===== src/rtl/joy_lock_pkg.sv =====
// ============================================================================
// Module : joy_lock_pkg
// Brief  : Shared FSM state encoding and joystick quadrant types.
// Rev    : 1.0
// ============================================================================
`default_nettype none

package joy_lock_pkg;

  typedef enum logic [2:0] {
    S_ENTRY = 3'd0,
    S_PASS  = 3'd1,
    S_FAIL  = 3'd2,
    S_LOCK  = 3'd3
  } state_t;

  typedef logic [1:0] quad_t;

  // Encoded as {y_high, x_high}
  localparam quad_t QUAD_LL = 2'b00;
  localparam quad_t QUAD_LR = 2'b01;
  localparam quad_t QUAD_UL = 2'b10;
  localparam quad_t QUAD_UR = 2'b11;

endpackage

`default_nettype wire


===== src/rtl/joy_quadrant.sv =====
// ============================================================================
// Module : joy_quadrant
// Brief  : Registers the joystick quadrant from two ADC samples (1-cycle latency).
// Rev    : 1.0
// ============================================================================
`default_nettype none

module joy_quadrant
  import joy_lock_pkg::*;
#(
  parameter int              ADC_W  = 12,
  parameter logic [ADC_W-1:0] THRESH = 12'h800
) (
  input  logic             clk,
  input  logic             reset_n,
  input  logic [ADC_W-1:0] adc_x,
  input  logic [ADC_W-1:0] adc_y,
  output quad_t            quadrant
);

  quad_t quadrant_d;
  quad_t quadrant_q;
  logic  x_hi;
  logic  y_hi;

  assign x_hi = (adc_x >= THRESH);
  assign y_hi = (adc_y >= THRESH);

  always_comb begin
    quadrant_d = QUAD_LL;
    case ({y_hi, x_hi})
      2'b00:   quadrant_d = QUAD_LL;
      2'b01:   quadrant_d = QUAD_LR;
      2'b10:   quadrant_d = QUAD_UL;
      default: quadrant_d = QUAD_UR;
    endcase
  end

  always_ff @(posedge clk) begin
    if (!reset_n) begin
      quadrant_q <= QUAD_LL;
    end else begin
      quadrant_q <= quadrant_d;
    end
  end

  assign quadrant = quadrant_q;

endmodule

`default_nettype wire


===== src/rtl/joy_combo_lock.sv =====
// ============================================================================
// Module : joy_combo_lock
// Brief  : Combination lock: each key must arrive with the joystick held in
//          the quadrant named by the digit's low two bits.
//          Optional lockout after repeated failures: define JOY_LOCKOUT_EN.
// Rev    : 1.0
// ============================================================================
`default_nettype none

module joy_combo_lock
  import joy_lock_pkg::*;
#(
  parameter int               CODE_LEN    = 4,
  parameter int               DIGIT_W     = 3,
  parameter int               ADC_W       = 12,
  parameter logic [ADC_W-1:0] THRESH      = 12'h800,
  parameter int               TIMEOUT_CYC = 50_000_000,
  parameter int               MAX_FAILS   = 3,
  parameter int               LOCK_CYC    = 250_000_000
) (
  input  logic                        clk,
  input  logic                        reset_n,
  input  logic                        enable,
  input  logic [ADC_W-1:0]            adc_x,
  input  logic [ADC_W-1:0]            adc_y,
  input  logic [CODE_LEN*DIGIT_W-1:0] code,
  input  logic                        key_valid,
  input  logic [DIGIT_W-1:0]          key_code,
  output logic [1:0]                  quadrant,
  output logic                        q_match,
  output logic [$clog2(CODE_LEN+1)-1:0] digit_idx,
  output logic                        pass_flag,
  output logic                        fail_flag,
  output logic                        lockout,
  output logic [2:0]                  state
);

  localparam int IDX_W = $clog2(CODE_LEN + 1);
  localparam int TMR_W = $clog2(TIMEOUT_CYC + 1);

  state_t             state_q,     state_d;
  logic [IDX_W-1:0]   digit_idx_q, digit_idx_d;
  logic [TMR_W-1:0]   key_tmr_q,   key_tmr_d;
  quad_t              quad_w;
  logic [DIGIT_W-1:0] cur_digit;
  logic               key_ok;
  logic               lock_trip;
  logic               lock_done;

  joy_quadrant #(
    .ADC_W  (ADC_W),
    .THRESH (THRESH)
  ) u_quadrant (
    .clk      (clk),
    .reset_n  (reset_n),
    .adc_x    (adc_x),
    .adc_y    (adc_y),
    .quadrant (quad_w)
  );

  // digit_idx reaches CODE_LEN only during S_PASS; no digit is selected then.
  always_comb begin
    cur_digit = '0;
    for (int i = 0; i < CODE_LEN; i++) begin
      if (digit_idx_q == IDX_W'(i)) begin
        cur_digit = code[i*DIGIT_W +: DIGIT_W];
      end
    end
  end

  assign q_match = (quad_w == quad_t'(cur_digit[1:0]));
  assign key_ok  = (key_code == cur_digit) && q_match;

  always_comb begin
    state_d     = state_q;
    digit_idx_d = digit_idx_q;
    key_tmr_d   = key_tmr_q;
    case (state_q)
      S_ENTRY: begin
        if (!enable) begin
          digit_idx_d = '0;
          key_tmr_d   = '0;
        end else if (key_valid) begin
          key_tmr_d = '0;
          if (key_ok) begin
            digit_idx_d = digit_idx_q + IDX_W'(1);
            if (digit_idx_q == IDX_W'(CODE_LEN - 1)) begin
              state_d = S_PASS;
            end
          end else begin
            state_d     = S_FAIL;
            digit_idx_d = '0;
          end
        end else if (digit_idx_q != '0) begin
          // Silent abandon of a partial entry; not counted as a failure.
          if (key_tmr_q == TMR_W'(TIMEOUT_CYC - 1)) begin
            digit_idx_d = '0;
            key_tmr_d   = '0;
          end else begin
            key_tmr_d = key_tmr_q + TMR_W'(1);
          end
        end
      end
      S_PASS: begin
        state_d     = S_ENTRY;
        digit_idx_d = '0;
      end
      S_FAIL: begin
        state_d = (enable && lock_trip) ? S_LOCK : S_ENTRY;
      end
      S_LOCK: begin
        if (lock_done) begin
          state_d = S_ENTRY;
        end
      end
      default: begin
        state_d     = S_ENTRY;
        digit_idx_d = '0;
        key_tmr_d   = '0;
      end
    endcase
  end

  always_ff @(posedge clk) begin
    if (!reset_n) begin
      state_q     <= S_ENTRY;
      digit_idx_q <= '0;
      key_tmr_q   <= '0;
    end else begin
      state_q     <= state_d;
      digit_idx_q <= digit_idx_d;
      key_tmr_q   <= key_tmr_d;
    end
  end

`ifdef JOY_LOCKOUT_EN
  localparam int FAIL_W = $clog2(MAX_FAILS + 1);
  localparam int LOCK_W = $clog2(LOCK_CYC + 1);

  logic [FAIL_W-1:0] fail_cnt_q, fail_cnt_d;
  logic [LOCK_W-1:0] lock_cnt_q, lock_cnt_d;

  assign lock_trip = (fail_cnt_q >= FAIL_W'(MAX_FAILS - 1));
  assign lock_done = (lock_cnt_q == LOCK_W'(LOCK_CYC - 1));

  // A failure is recorded even if enable drops in S_FAIL, so it still counts.
  always_comb begin
    fail_cnt_d = fail_cnt_q;
    lock_cnt_d = '0;
    case (state_q)
      S_PASS: fail_cnt_d = '0;
      S_FAIL: begin
        if (fail_cnt_q < FAIL_W'(MAX_FAILS)) begin
          fail_cnt_d = fail_cnt_q + FAIL_W'(1);
        end
      end
      S_LOCK: begin
        if (lock_done) begin
          fail_cnt_d = '0;
        end else begin
          lock_cnt_d = lock_cnt_q + LOCK_W'(1);
        end
      end
      default: fail_cnt_d = fail_cnt_q;
    endcase
  end

  always_ff @(posedge clk) begin
    if (!reset_n) begin
      fail_cnt_q <= '0;
      lock_cnt_q <= '0;
    end else begin
      fail_cnt_q <= fail_cnt_d;
      lock_cnt_q <= lock_cnt_d;
    end
  end

  assign lockout = (state_q == S_LOCK);
`else
  logic unused_cfg;

  assign lock_trip  = 1'b0;
  assign lock_done  = 1'b1;
  assign lockout    = 1'b0;
  assign unused_cfg = ^{MAX_FAILS[0], LOCK_CYC[0]};
`endif

  assign quadrant  = quad_w;
  assign digit_idx = digit_idx_q;
  assign pass_flag = (state_q == S_PASS);
  assign fail_flag = (state_q == S_FAIL);
  assign state     = state_q;

endmodule

`default_nettype wire


===== config.mk =====
export PLATFORM = sky130hd
export DESIGN_NAME = joy_combo_lock
export DESIGN_NICKNAME = d
export VERILOG_FILES = /design/src/rtl/joy_lock_pkg.sv /design/src/rtl/joy_quadrant.sv /design/src/rtl/joy_combo_lock.sv
export SDC_FILE = /design/constraint.sdc
export NUM_CORES = 1
export LEC_CHECK = 0
export ABC_AREA = 1
export CORE_MARGIN = 2
export CORE_UTILIZATION = 30
export CTS_BUF_LIST = sky130_fd_sc_hd__clkbuf_4 sky130_fd_sc_hd__clkbuf_8
export DETAILED_ROUTE_END_ITERATION = 7
export GPL_TIMING_DRIVEN = 0
export PLACE_DENSITY = 0.63
export SLEW_MARGIN = 0
export SYNTH_ARGS = -nofsm -noshare
export SYNTH_HDL_FRONTEND = slang
export SYNTH_SLANG_ARGS = --single-unit

===== constraint.sdc =====
create_clock -name clk -period 2.2 [get_ports clk]
set_input_delay 0.22 -clock clk [delete_from_list [all_inputs] [get_ports clk]]
set_output_delay 0.22 -clock clk [all_outputs]
set_load 0.01 [all_outputs]

==> results.txt, run 1 <==
Summing all flip-flop and latch instances after layout gives about 670 um2. Of all nets on the critical path, the largest fanout is 9. The cell area that synthesis handed to floorplanning was around 2100 um2. The effective utilization at floorplan came out at between 30 and 40%. The post-detailed-route via-to-cell ratio is between 4 and 5.

The height of the die came out at a little under 90 um. Once detail routing completed, the nets flagged for antenna violations numbered 0. The final critical path takes up a little over nine tenths of the cycle. The power consumption is 1240 uW. TritonCTS built the clock tree. The CTS sink count is 33.

Summed over its instances, the top area cell type makes up 30.9% of the synthesized netlist area. The die covers 7820 um2. The total routed wire length on the met1 layer came out at roughly 2400 um. The highest layer touched by signal routing is met4. The synthesized netlist contains 33 unique library cells. The total congestion overflow after global routing is 0.

The worst setup path category is reg -> out. The maximum ir drop on the vdd rail is between 0.2 and 0.25 mV. The multi-input combinational cells in the finished layout cover a total of about 1300 um2. The die is just under 90 um wide. The final weighted congestion in routability-driven placement is 0.868. The static leakage is 0.00119 uW. The maximum clock insertion buffer count came out at 2. The number of antenna violations at the first check in global routing came to 0. The number of nets in the layout came out at around 430. Buffers placed on the I/O ports in this run total 30. The number of inserted diodes came out at 0. The first global-routing pass estimated 8630 um of wire. The data arrival time at the worst-slack endpoint is approximately 1.9 ns. Clock-pin slew was measured on the worst setup and hold paths at about 0.07 ns. The worst path setup slack after routing came out at roughly 0.13 ns.

The routed design uses between 2000 and 2500 um of met2 wire. The final-report hold violation count is 0. The final total negative setup slack is 0 ns. The global-route usage over all layers is between 10 and 15%.

In this run the worst hold path is classified as in -> reg. The cell at the root of the clock tree is sky130_fd_sc_hd__clkbuf_8. The number of H-tree levels is 2. The final-report setup violation count came out at 0.

The required time reported for the critical path endpoint came out at slightly below 2 ns. The slew at the pin closest to its max-slew limit is around 0.52 ns. The flow ran to the end, and the final reports show no timing, DRC or antenna violations.

Before CTS, the worst setup slack after placement is -0.294 ns. Setup repair after global routing left no endpoint under its margin. The fill cell instance count of the final layout came out at roughly 750. The number of placement rows came out at 30. The HPWL after detailed placement came out at just under 4000 um.

The max-cap check violation count is 0. The total number of yosys warnings came out at 0. The power density normalized to cell area came out at 451 nW/um2.

The post-route DRC violation count is 0. Derived from the worst setup path, the maximum achievable clock frequency is approximately 0.48 GHz. The shortest clock period the worst path allows after layout came out at 2.07 ns. The worst setup path is launched from a register.

The sequential cell area fraction in the yosys report is between 30 and 40%. Entering global routing, the biggest net connects 11 pins. For this run, the detailed router's first-pass iteration total came to 4. The register bit count reported by yosys came out at 33. The iteration-0 DRC count of the detailed router is between 100 and 150. The via count of the first global-routing pass is a little over 2000. The number of slew-limit violations in the final report is 0. The count of pins on the block boundary came out at 55. The cell count after synthesis came out at 340.

The synthesis-to-layout area growth came out at 28.8%. The clock latency at the later pin of the worst-skew pair came out at slightly below 0.3 ns. The post-synthesis average cell area is approximately 6.3 um2. In the post-synthesis netlist, the biggest area contributors are sky130_fd_sc_hd__dfxtp_1 (31%), sky130_fd_sc_hd__nand2_1 (14%), sky130_fd_sc_hd__inv_1 (9.5%).

The critical path capture point type is a primary output. The via count is approximately 2200. In this design, the stage delay of the slowest critical-path cell is between 0.3 and 0.4 ns. The routed wirelength normalized by instance count is approximately 11 um. The total clock buffers created by CTS came out at 5. The routed wire length on met3 came out at between 300 and 400 um.

In the final layout, the share of cells above drive strength 1 is a little over an eighth. After detailed routing, the total wire length is between 5000 and 6000 um. The master of the slowest instance on the critical path is sky130_fd_sc_hd__dfxtp_4. The synthesized design spends more area on one cell type than any other, namely sky130_fd_sc_hd__dfxtp_1. The worst max-slew margin expressed relative to the limit came out at about 65%.

In the layout the commonest cells are sky130_fd_sc_hd__nand2_1 (81), sky130_fd_sc_hd__inv_1 (51), sky130_fd_sc_hd__nand3_1 (35), sky130_fd_sc_hd__nor2_1 (34), sky130_fd_sc_hd__dfxtp_1 (30). The most common cell after layout, fill and taps aside is sky130_fd_sc_hd__nand2_1. The utilization of the core after routing is approximately 40%.

Walking the worst path, the cells encountered are inv_2, buf_6, ha_4, inv_4, or2_2, nand3b_1, nand2_1, nor2_4, buf_2. The total area inside the core boundary comes to slightly below 7000 um2. Between clock sinks in the finished design, the worst skew comes to ~0.0058 ns.
[worst max-delay path: cells and delay by family (launching register included)]
| kind | cells | cell delay (ns) |
|---|---|---|
| buffers and inverters | 4 | 0.42 |
| adders and majority gates | 1 | 0.17 |
| and+or+nand+nor | 4 | 0.58 |
| DFF | 1 | 0.38 |
[power breakdown]
part,switching (uW),leakage [uW],internal [uW]
sequential,5.64,0.000269,600
combinational,98.2,0.000878,76.6
clock,230,0.0000484,232
total,333,0.00119,908
[layout make-up]
type | count | area share [%]
Timing Repair Buffer | 35 | 12.1
Clock inverter | 2 | 0.363
Tap cell | 96 | 4.36
Sequential cell | 33 | 24.3
Clock buffer | 6 | 2.77
Multi-Input combinational cell | 244 | 46.8
Buffer | 4 | 1.09
Inverter | 60 | 8.27
[cells in the mapped netlist, drive strengths merged]
cell,number
nand3,37
clkbuf,1
o21ai,12
nand3b,2
or2,4
nor4,3
dfxtp,33
o211a,1
nor2,41
nand2,87
xor2,2
conb,1
a211oi,2
nor3,13
nand4,9
o21bai,2
buf,3
o21a,1
a21oi,20
inv,60
ha,6
[cell families after synthesis]
group | Yosys count | synth area share, %
other cells | 1 | 0.175
fa+ha+maj | 6 | 3.51
compound gates | 38 | 9.88
flops | 33 | 30.9
buf+inv | 64 | 11.8
simple gates | 196 | 43.0
xor+xnor | 2 | 0.819
[registers in the layout, summed over array words and instances, names as in the netlist]
| register | flops |
|---|---|
| key_tmr_q | 26 |
| digit_idx | 3 |
| state | 2 |
| u_quadrant.quadrant | 2 |
[repair_timing]
item                                    CTS  global route
endpoints found under the setup margin    1             3
gates resized for setup                  14            13
setup buffers                             1             4
pin swaps                                 1             0
hold buffers                              0             0
[final timing paths]
kind                                           startpoint                           endpoint  slack, ns  depth (start not counted)
worst max register to register  digit_idx[0]$_SDFFE_PN0P_         key_tmr_q[13]$_SDFFE_PN0P_       0.22                         10
worst min register to register  key_tmr_q[1]$_SDFFE_PN0P_          key_tmr_q[1]$_SDFFE_PN0P_       0.49                          2
worst max-delay path            digit_idx[2]$_SDFFE_PN0P_                            q_match       0.13                          9
worst min-delay path                            adc_y[11]  u_quadrant.quadrant[1]$_SDFF_PN0_       0.45                          3
[stage by stage]
stage               area, um2  hold WS [ns]  instances
global route             2760         0.452        480
global placement         2560         0.479        467
detailed placement       2560         0.479        467
CTS                      2690         0.447        476
floorplan                2140         0.313        341
finish                   2760         0.448        480
[per-layer routing]
layer / vias to the layer above / global-route usage, %
met4: 0 / 4.41
met1: 942 / 16.6
li1: 1173 / -
met5: - / 0
met2: 54 / 24.5
met3: 6 / 3.26
Note: power is estimated with default switching activity, not from simulation.
==> run 2: changes to the inputs <==
Settings changed: SKIP_LAST_GASP set to 1.
==> results of run 2 <==
The final DEF is identical to that of run 1; final timing and power are the same.
==> run 3: changes to the inputs <==
Settings changed: GPL_TIMING_DRIVEN 0 to not set.
==> run 3 against run 2 <==
Non-clock buffer count increased by 4. Count of clock-buffer cells in the layout did not move. Clock power down 2%. Sequential power about the same. Combinational power is essentially flat. Sequential share of layout area about the same.
==> results.txt, run 3 (synthesis gave the netlist of run 1 again) <==
The run finished with clean final reports. The type of the tightest min-delay check is in -> reg. The utilization of the core after routing is 39.9% (-0.42 points).

The final worst hold slack came out at 0.455 ns (+0.00681 ns). The total clock buffers created by CTS came out at 5 (unchanged). The iteration-0 DRC count of the detailed router came out at 75 (-48%).

The final wirelength is 5190 um (+0.66%). The number of nets in the layout is 436 (+0.93%). The routed wirelength normalized by instance count came to 10.7 um (-0.17%). The antenna violation net count after detailed routing came out at 0 (unchanged). The total congestion overflow after global routing came out at 0 (unchanged). The max-cap check violation count came out at 0 (unchanged). The number of placement rows was 30 (unchanged).

The final-report hold violation count was 0 (unchanged). The number of slew-limit violations in the final report came out at 0 (unchanged). The floorplan core area came out at 6830 um2 (unchanged). The number of antenna violations at the first check in global routing is 0 (unchanged).

The worst setup path category is reg -> out. The static leakage came to 0.00121 uW (+0.92%). The proportion of layout cells with a drive suffix above 1 is 12.9% (-0.66 points).

The maximum clock frequency was 0.499 GHz (+3.5%). The maximum ir drop on the vdd rail was 0.301 mV (+37%). The count of pins on the block boundary is 55 (unchanged).

Leaving out fill and tap cells, the most frequent cells in the layout are sky130_fd_sc_hd__nand2_1 (82), sky130_fd_sc_hd__inv_1 (53), sky130_fd_sc_hd__nor2_1 (36), sky130_fd_sc_hd__nand3_1 (35), sky130_fd_sc_hd__dfxtp_1 (31). Clock tree synthesis selected as its root buffer the cell sky130_fd_sc_hd__clkbuf_8. In this design, the critical path's most frequently occurring cell is sky130_fd_sc_hd__nand2_1. The ratio of final minimum period to clock period is 91.0% (-3.2 points). TritonCTS built the clock tree. The count of input and output buffers came out at 30 (unchanged). The height of the die is 88.5 um (unchanged). The worst path setup slack after routing came out at 0.197 ns (+0.0703 ns).

The via count of the first global-routing pass was 2206 (+7.0%). The global-route usage over all layers came to 14.5% (+0.67 points). The final weighted congestion in routability-driven placement is 0.876 (+0.92%). The post-route DRC violation count came to 0 (unchanged). The data arrival time at the worst-slack endpoint was 1.78 ns (-0.07 ns). The synthesis-to-layout area growth is 27.4%. The final-report setup violation count came out at 0 (unchanged). The clock transition time at the flip-flop clock pins of the worst setup and hold paths came to 0.07 ns (about the same).

The die area is 7820 um2 (unchanged). Leaving out fill and tap cells, the most frequent cell in the layout is sky130_fd_sc_hd__nand2_1. The required time reported for the critical path endpoint came out at 1.98 ns (about the same). The via count came out at 2211 (+1.7%). The CTS sink count is 33 (unchanged). The master of the slowest instance on the critical path is sky130_fd_sc_hd__dfxtp_2. The power density normalized to cell area came out at 451 nW/um2 (+0.15%).

The global-route wire length before repair was 9110 um (+5.6%). The maximum fanout count along the critical path came out at 5 (-4). key_tmr_q holds more flip-flops than any other register. The die span in x was 88.5 um (unchanged). The number of H-tree levels is 2 (unchanged). The clock latency at the later pin of the worst-skew pair came out at 0.28 ns (about the same). The critical path goes through inv_1, ha_2, inv_1, nor2_2, nand2_1, nand3_1, nand2_1, nand3b_1, nand2_1, nor2_2, clkbuf_2.

STA classifies the critical path startpoint as a register. The post-detailed-route via-to-cell ratio is 4.57 (+0.82%). The largest net degree at the start of global routing came out at 11 (unchanged). Setup repair after global routing left no endpoint under its margin. The number of optimization iterations in the first detailed-route pass came to 4 (unchanged). The delay contributed by the slowest stage of the critical path is 0.35 ns (-0.03 ns). The HPWL after detailed placement is 4190 um (+5.4%). The effective utilization at floorplan came out at 31.3% (unchanged).

The total of hold buffers inserted after clock tree synthesis is 0 (unchanged). The worst clock skew was 0.00406 ns (-0.00175 ns). The number of inserted diodes came out at 0 (unchanged).

The post-placement worst setup slack came to -0.0137 ns (+0.280 ns). STA classifies the critical path endpoint as a primary output. The shortest clock period the worst path allows after layout is 2.00 ns (-0.0703 ns).

The maximum clock insertion buffer count is 2 (unchanged). The number of flip-flops in the largest register is 26 (unchanged).
[run 3: changes by cell type in the layout (fill, tap and decap cells not counted), moves of 2 or more]
cell                      delta
sky130_fd_sc_hd__inv_1       +2
sky130_fd_sc_hd__ha_4        -2
sky130_fd_sc_hd__nor2_1      +2
sky130_fd_sc_hd__buf_4       +6
sky130_fd_sc_hd__nor2_4      -3
sky130_fd_sc_hd__dfxtp_4     -2
[run 3: power by group]
part	internal [uW]	switching (uW)
registers	602	4.91
logic	76.9	96.4
clock network	231	218
[run 3: critical path: cells and delay by family, from the launching register on]
kind,cells,cell delay [ns]
DFF,1,0.35
adders and majority gates,1,0.20
buffers and inverters,3,0.29
and+or+nand+nor,7,0.64
[run 3: cell type report]
cell class	count	area, um2
Clock inverter	2	10.0
Inverter	60	225
Multi-Input combinational cell	244	1240
Fill cell	750	4110
Timing Repair Buffer	43	393
Clock buffer	6	76.3
Tap cell	96	120
Sequential cell	33	663
[run 3: repair_timing]
| item | CTS | global route |
|---|---|---|
| buffers inserted | 0 | 0 |
| endpoints found under the setup margin | 1 | 2 |
| gates resized for setup | 5 | 4 |
[run 3: per-layer routing]
layer | GRT usage (%) | share of wire (%) | vias to the layer above | wire length, um
li1 | - | - | 1181 | -
met5 | 0 | 0 | - | 0
met3 | 3.26 | 4.7 | 12 | 245
met4 | 5.51 | 2.0 | 0 | 104
met1 | 16.9 | 47 | 976 | 2450
met2 | 25.9 | 46 | 42 | 2400
[run 3: final timing paths]
kind	from	cells after the start	slack, ns	endpoint
max	digit_idx[1]$_SDFFE_PN0P_	11	0.20	q_match
min	adc_x[11]	3	0.46	u_quadrant.quadrant[0]$_SDFF_PN0_
max reg2reg	digit_idx[1]$_SDFFE_PN0P_	11	0.24	state[1]$_SDFFE_PN0P_
min reg2reg	key_tmr_q[1]$_SDFFE_PN0P_	2	0.50	key_tmr_q[1]$_SDFFE_PN0P_
[run 3: metrics by stage]
| step | power, uW | cell area (um2) | TNS, ns | std cells |
|---|---|---|---|---|
| 3_3_place_gp | 796 | 2640 | 0 | 476 |
| 5_1_grt | 1300 | 2730 | 0 | 484 |
| 6_report | 1230 | 2730 | 0 | 484 |
| 2_1_floorplan | 714 | 2140 | 0 | 341 |
| 3_5_place_dp | 797 | 2640 | -0.0137 | 476 |
| 4_1_cts | 1250 | 2730 | 0 | 484 |
